$ cat src/rtl/apb_cmd_executor_if.sv
// APB request/response bundle between the command executor (master) and the
// addressed completer (slave).
interface apb_cmd_executor_if;
   logic [7:0]  paddr;
   logic        psel;
   logic        penable;
   logic        pwrite;
   logic [31:0] pwdata;
   logic [31:0] prdata;
   logic        pready;
   logic        pslverr;

   modport master (
      output paddr, psel, penable, pwrite, pwdata,
      input  prdata, pready, pslverr
   );

   modport slave (
      input  paddr, psel, penable, pwrite, pwdata,
      output prdata, pready, pslverr
   );
endinterface

$ cat src/rtl/apb_cmd_executor.sv
// Pops 48-bit commands from a FIFO, runs each as one APB transfer with a
// wait-state timeout, and pushes one 48-bit response per command.
module apb_cmd_executor #(
   parameter int RAH_PACKET_WIDTH = 48,
   parameter int TIMEOUT_CYCLES   = 255
) (
   input  logic                        dt_clk,
   input  logic                        rst,
   input  logic                        f_empty,
   input  logic [RAH_PACKET_WIDTH-1:0] f_data,
   output logic                        f_rd_en,
   apb_cmd_executor_if.master          apb,
   input  logic                        pp_rd_fifo_full,
   output logic                        pp_rd_fifo_en,
   output logic [RAH_PACKET_WIDTH-1:0] pp_rd_fifo_data,
   output logic                        busy,
   output logic                        timeout_o
);

   typedef enum logic [2:0] {
      IDLE,
      FETCH,
      LATCH,
      SETUP,
      ACCESS,
      RESP
   } state_t;

   localparam logic [7:0] TO_LIMIT = 8'(TIMEOUT_CYCLES);

   state_t      state;
   state_t      state_nxt;
   logic        cmd_write;
   logic [6:0]  cmd_tag;
   logic [7:0]  cmd_addr;
   logic [31:0] cmd_wdata;
   logic [7:0]  to_cnt;
   logic        acc_done;
   logic        acc_abort;

   function automatic logic [7:0] sat_inc(input logic [7:0] v);
      return (v == 8'hFF) ? v : v + 8'd1;
   endfunction

   // Completion has priority over abort when pready arrives on the limit cycle.
   assign acc_done  = (state == ACCESS) && apb.pready;
   assign acc_abort = (state == ACCESS) && !apb.pready && (sat_inc(to_cnt) >= TO_LIMIT);

   assign apb.paddr  = cmd_addr;
   assign apb.pwrite = cmd_write;
   assign apb.pwdata = cmd_wdata;
   assign busy       = (state != IDLE);

   always_ff @(posedge dt_clk or posedge rst) begin
      if (rst) begin
         state <= IDLE;
      end else begin
         state <= state_nxt;
      end
   end

   always_comb begin
      state_nxt     = state;
      f_rd_en       = 1'b0;
      apb.psel      = 1'b0;
      apb.penable   = 1'b0;
      pp_rd_fifo_en = 1'b0;
      timeout_o     = 1'b0;
      unique case (state)
         IDLE: begin
            if (!f_empty) state_nxt = FETCH;
         end
         FETCH: begin
            f_rd_en   = 1'b1;
            state_nxt = LATCH;
         end
         LATCH: begin
            state_nxt = SETUP;
         end
         SETUP: begin
            apb.psel  = 1'b1;
            state_nxt = ACCESS;
         end
         ACCESS: begin
            apb.psel    = 1'b1;
            apb.penable = 1'b1;
            if (acc_done) begin
               state_nxt = RESP;
            end else if (acc_abort) begin
               timeout_o = 1'b1;
               state_nxt = RESP;
            end
         end
         RESP: begin
            if (!pp_rd_fifo_full) begin
               pp_rd_fifo_en = 1'b1;
               state_nxt     = IDLE;
            end
         end
         default: state_nxt = IDLE;
      endcase
   end

   // FIFO read data is valid the cycle after the pop, i.e. while in LATCH.
   always_ff @(posedge dt_clk or posedge rst) begin
      if (rst) begin
         cmd_write <= 1'b0;
         cmd_tag   <= '0;
         cmd_addr  <= '0;
         cmd_wdata <= '0;
      end else if (state == LATCH) begin
         {cmd_write, cmd_tag, cmd_addr, cmd_wdata} <= f_data[47:0];
      end
   end

   // Cleared while entering SETUP so each transfer gets a fresh wait budget.
   always_ff @(posedge dt_clk or posedge rst) begin
      if (rst) begin
         to_cnt <= '0;
      end else if (state == LATCH) begin
         to_cnt <= '0;
      end else if ((state == ACCESS) && !apb.pready) begin
         to_cnt <= sat_inc(to_cnt);
      end
   end

   always_ff @(posedge dt_clk or posedge rst) begin
      if (rst) begin
         pp_rd_fifo_data <= '0;
      end else if (acc_done) begin
         pp_rd_fifo_data <= {apb.pslverr, cmd_tag, cmd_addr, cmd_write ? 32'h0 : apb.prdata};
      end else if (acc_abort) begin
         pp_rd_fifo_data <= {1'b1, cmd_tag, cmd_addr, 32'h0};
      end
   end

endmodule

$ cat src/flat_wrapper.sv
// flat-port wrapper written by rule: the top's interface ports become plain ports
module apb_cmd_executor_flat 
#(
   parameter int RAH_PACKET_WIDTH = 48,
   parameter int TIMEOUT_CYCLES   = 255
)
  (dt_clk, rst, f_empty, f_data, f_rd_en, pp_rd_fifo_full, pp_rd_fifo_en, pp_rd_fifo_data, busy, timeout_o, apb_paddr, apb_psel, apb_penable, apb_pwrite, apb_pwdata, apb_prdata, apb_pready, apb_pslverr);
  apb_cmd_executor_if apb_i ();
  input  logic dt_clk;
  input  logic rst;
  input  logic f_empty;
  input  logic [RAH_PACKET_WIDTH-1:0] f_data;
  output logic f_rd_en;
  input  logic pp_rd_fifo_full;
  output logic pp_rd_fifo_en;
  output logic [RAH_PACKET_WIDTH-1:0] pp_rd_fifo_data;
  output logic busy;
  output logic timeout_o;
  output wire logic [$bits(apb_i.paddr)-1:0] apb_paddr;
  output wire logic [$bits(apb_i.psel)-1:0] apb_psel;
  output wire logic [$bits(apb_i.penable)-1:0] apb_penable;
  output wire logic [$bits(apb_i.pwrite)-1:0] apb_pwrite;
  output wire logic [$bits(apb_i.pwdata)-1:0] apb_pwdata;
  input wire logic [$bits(apb_i.prdata)-1:0] apb_prdata;
  input wire logic [$bits(apb_i.pready)-1:0] apb_pready;
  input wire logic [$bits(apb_i.pslverr)-1:0] apb_pslverr;
  assign apb_paddr = apb_i.paddr;
  assign apb_psel = apb_i.psel;
  assign apb_penable = apb_i.penable;
  assign apb_pwrite = apb_i.pwrite;
  assign apb_pwdata = apb_i.pwdata;
  assign apb_i.prdata = apb_prdata;
  assign apb_i.pready = apb_pready;
  assign apb_i.pslverr = apb_pslverr;
  apb_cmd_executor #(.RAH_PACKET_WIDTH(RAH_PACKET_WIDTH), .TIMEOUT_CYCLES(TIMEOUT_CYCLES)) u_core (.dt_clk(dt_clk), .rst(rst), .f_empty(f_empty), .f_data(f_data), .f_rd_en(f_rd_en), .apb(apb_i), .pp_rd_fifo_full(pp_rd_fifo_full), .pp_rd_fifo_en(pp_rd_fifo_en), .pp_rd_fifo_data(pp_rd_fifo_data), .busy(busy), .timeout_o(timeout_o));
endmodule
$ cat config.mk
export PLATFORM = sky130hd
export DESIGN_NAME = apb_cmd_executor_flat
export DESIGN_NICKNAME = d
export VERILOG_FILES = /design/src/rtl/apb_cmd_executor_if.sv /design/src/rtl/apb_cmd_executor.sv /design/src/flat_wrapper.sv
export SDC_FILE = /design/constraint.sdc
export NUM_CORES = 1
export LEC_CHECK = 0
export ABC_AREA = 1
export CAP_MARGIN = 10
export CORE_ASPECT_RATIO = 0.6
export CORE_MARGIN = 3
export CORE_UTILIZATION = 45
export CTS_BUF_LIST = sky130_fd_sc_hd__clkbuf_8
export CTS_CLUSTER_DIAMETER = 80
export CTS_CLUSTER_SIZE = 40
export DETAILED_ROUTE_END_ITERATION = 12
export DONT_BUFFER_PORTS = 1
export GPL_TIMING_DRIVEN = 0
export HOLD_SLACK_MARGIN = 0.1
export PLACE_DENSITY_LB_ADDON = 0.25
export SLEW_MARGIN = 15
export SYNTH_ARGS = -nofsm -noshare
export SYNTH_HDL_FRONTEND = slang
export SYNTH_SLANG_ARGS = --single-unit
$ cat constraint.sdc
create_clock -name dt_clk -period 3.7 [get_ports dt_clk]
set_clock_uncertainty 0.05 [all_clocks]
set_input_delay 0.37 -clock dt_clk [delete_from_list [all_inputs] [get_ports dt_clk]]
set_output_delay 0.37 -clock dt_clk [all_outputs]
set_load 0.01 [all_outputs]
==> impl_results.md <==
* Starting density of the core at 0.4766
* NumNets Final at slightly above 600
* Post-Syn Instances at between 400 and 500
* Synth unique cells at 28
* Syn. warnings at 0
* DP HPWL at between 7000 and 8000 µm
* CTS tree: built
* Commonest cells after routing, fill and taps aside: nand2_1, dfrtp_1, dlygate4sd3_1, nand3_1, mux2_2
* Final Hold Vio Count at 0
* CP Launch Type: register
* First-pass GRT wire length at about 18000 µm
* Crit path buf inv count at 2
* Initial antenna violation count at 0
* Normalized max-slew margin at 0.5893
* Top_reg_cell synth: dfrtp_1
* WL per Instance at 17.46 µm
* # IOs at around 180
* Final Setup Violations at 0
* Max frequency at between 300 and 400 MHz
* Total setup buffers inserted after CTS at 0
* Static leakage at around 2.7 nW
* GP Congestion at about 0.81
* Largest net degree at the start of global routing at 55
* Worst endpoint required time at approximately 3300 ps
* Final min period at around 2600 ps
* CP max stage cell: dfrtp_1
* Post-Syn Area at between 4000 and 5000 µm²
* Sequential fraction of the synthesis area at 0.5961
* Peak supply drop at around 420 µV
* Crit Path Max Fanout at 10
* Setup CP Type: reg -> out
* Worst Setup End Kind: output pin
* DR pass1 iterations at 4
* # diodes at 0
* # DRC at 0
* Worst Tran Pin Value at 616.0 ps
* Grt ovf at 0
* CTS Root Cell: clkbuf_8
* Most common cell after layout, fill and taps aside: nand2_1
* Unrepaired setup endpoints after global routing: false
* Critical path, cell by cell: ha_1 > nand2_2 > nor2_4 > nand2_4 > nand2_1 > nand3_1 > nor2_2 > nand3_4 > buf_2 > inv_1
* Fin crit share at 0.7154
* Full die area at ~11000 µm²
* Status: complete, no violations
* Post-route cell area at roughly 5700 µm²
* Syn nets at 515
* Drt total wl at roughly 11000 µm
* Pwr dens at about 700 nW/µm²
* Clk sink count at between 100 and 150
* Vias per cell at slightly above 5
* Worst-Skew Late Latency at 370 ps
* Starting DRC count in detailed routing at about 140
* H-tree levels at 3
* Die Wd at ~130 µm
* Share of post-route cells with drive strength above 1 at 0.1844
* Hold WS at 145.1 ps
* Number of synthesized register bits at roughly 110
* Number of max-cap violations at 0
* Area growth from synthesis to layout at 26.52%
* Number of global-route vias before repair at roughly 3400
* EDFF count, synth at 0
* Row Count at 27
* Die height at roughly 83 µm
* Post-placement cell area at 4687 µm²
* Core area at between 9000 and 10000 µm²
* Post-CTS sizing at 0
* Clock transition at path regs at ~100 ps
* Maximum clock path buffer count at 2
* Total GRT Usage at 0.2079
* Syn Area/Cell at about 10 µm²
* Routed via count at 3354
* I/O Buffers at 0
* CP peak stage delay at ~410 ps
* Crit path arrival time at between 2000 and 2500 ps
* Post-synth ARST share at 1.000
* Delay-heaviest family, CP: simple AND/OR/NAND/NOR gates
* Worst Hold Class: in -> reg
* Detail Route Antenna Nets at 0
* Max Slew Vio Count at 0
* Inserted Clock Buffers at 9
cell families after synthesis:
| kind of cell | after synthesis | synth area share |
|---|---|---|
| flops | 107 | 0.5961 |
| compound gates | 13 | 0.01504 |
| mux | 48 | 0.1203 |
| buf+inv | 38 | 0.03955 |
| xor+xnor | 2 | 0.003900 |
| fa+ha+maj | 1 | 0.002785 |
| simple gates | 219 | 0.2223 |
routing by layer:
| metal | global-route usage | vias to the layer above | share of wire |
|---|---|---|---|
| li1 | - | 1583 | - |
| met1 | 0.2579 | 1610 | 0.41 |
| met2 | 0.3274 | 149 | 0.46 |
| met3 | 0.1029 | 12 | 0.12 |
| met4 | 0.05032 | 0 | 0.013 |
| met5 | 0 | - | 0 |
where the power goes:
| group | leakage [nW] | total [W] | internal, W | switching [W] |
|---|---|---|---|---|
| registers | 1.33 | 0.00227 | 0.00166 | 0.000609 |
| clock network | 0.0990 | 0.000674 | 0.000258 | 0.000416 |
| logic | 1.28 | 0.00101 | 0.000533 | 0.000478 |
flip-flops by register name (all words and copies together) (netlist names):
name                    cells
u_core.apb.pwrite           1
u_core.pp_rd_fifo_data     48
u_core.state                3
u_core.to_cnt               8
u_core.apb.pwdata          32
u_core.apb.paddr            8
u_core.cmd_tag              7
worst paths after layout:
path / from / to / slack (ps) / cells after the start
max in group asynchronous: rst / u_core.pp_rd_fifo_data[32] / 2480 / 3
min: pp_rd_fifo_full / u_core.state[0] / 150 / 2
min reg2reg: u_core.cmd_tag[0] / u_core.pp_rd_fifo_data[40] / 430 / 2
min in group asynchronous: rst / u_core.pp_rd_fifo_data[26] / 490 / 2
max reg2reg: u_core.to_cnt[0] / u_core.pp_rd_fifo_data[18] / 1590 / 12
max: u_core.to_cnt[0] / timeout_o / 1050 / 10
synth_stat cells (all sizes together), types with 6 or more instances:
cell | instances | area share
nor2 | 13 | 0.014
nand2 | 143 | 0.12
o21ai | 11 | 0.012
clkbuf | 6 | 0.0050
dfrtp | 107 | 0.60
buf | 15 | 0.020
nand3 | 60 | 0.081
inv | 17 | 0.014
mux2 | 48 | 0.12
timing repair:
| action | 4_1_cts | 5_1_grt |
|---|---|---|
| hold buffers | 81 | 0 |
| endpoints found under the hold margin | 133 | 0 |
| setup endpoints to repair | 0 | 0 |
final cells by class:
type | instances | area (µm²)
well taps | 130 | 162.7
repair buffers | 82 | 838.3
clock inverters | 7 | 61.31
multi-input cells | 283 | 1637
fillers | 757 | 3742
clock buffers | 9 | 123.9
inverters | 17 | 68.82
plain buffers | 21 | 113.9
flip-flops and latches | 107 | 2678
metrics by stage:
stage,TNS [ps],std cells,worst slack [ps],total power [W],utilization
after floorplan,0,428,462.8,0.002924,-
after global placement,-63840,558,-604.7,0.003167,0.4938
after detailed placement,0,559,1449,0.003230,0.4973
after CTS,0,656,1017,0.003980,0.6029
after global routing,0,656,829.8,0.004233,0.6029
final,0,656,1053,0.003956,0.6029
No activity file was read; power rests on OpenSTA's default activity.
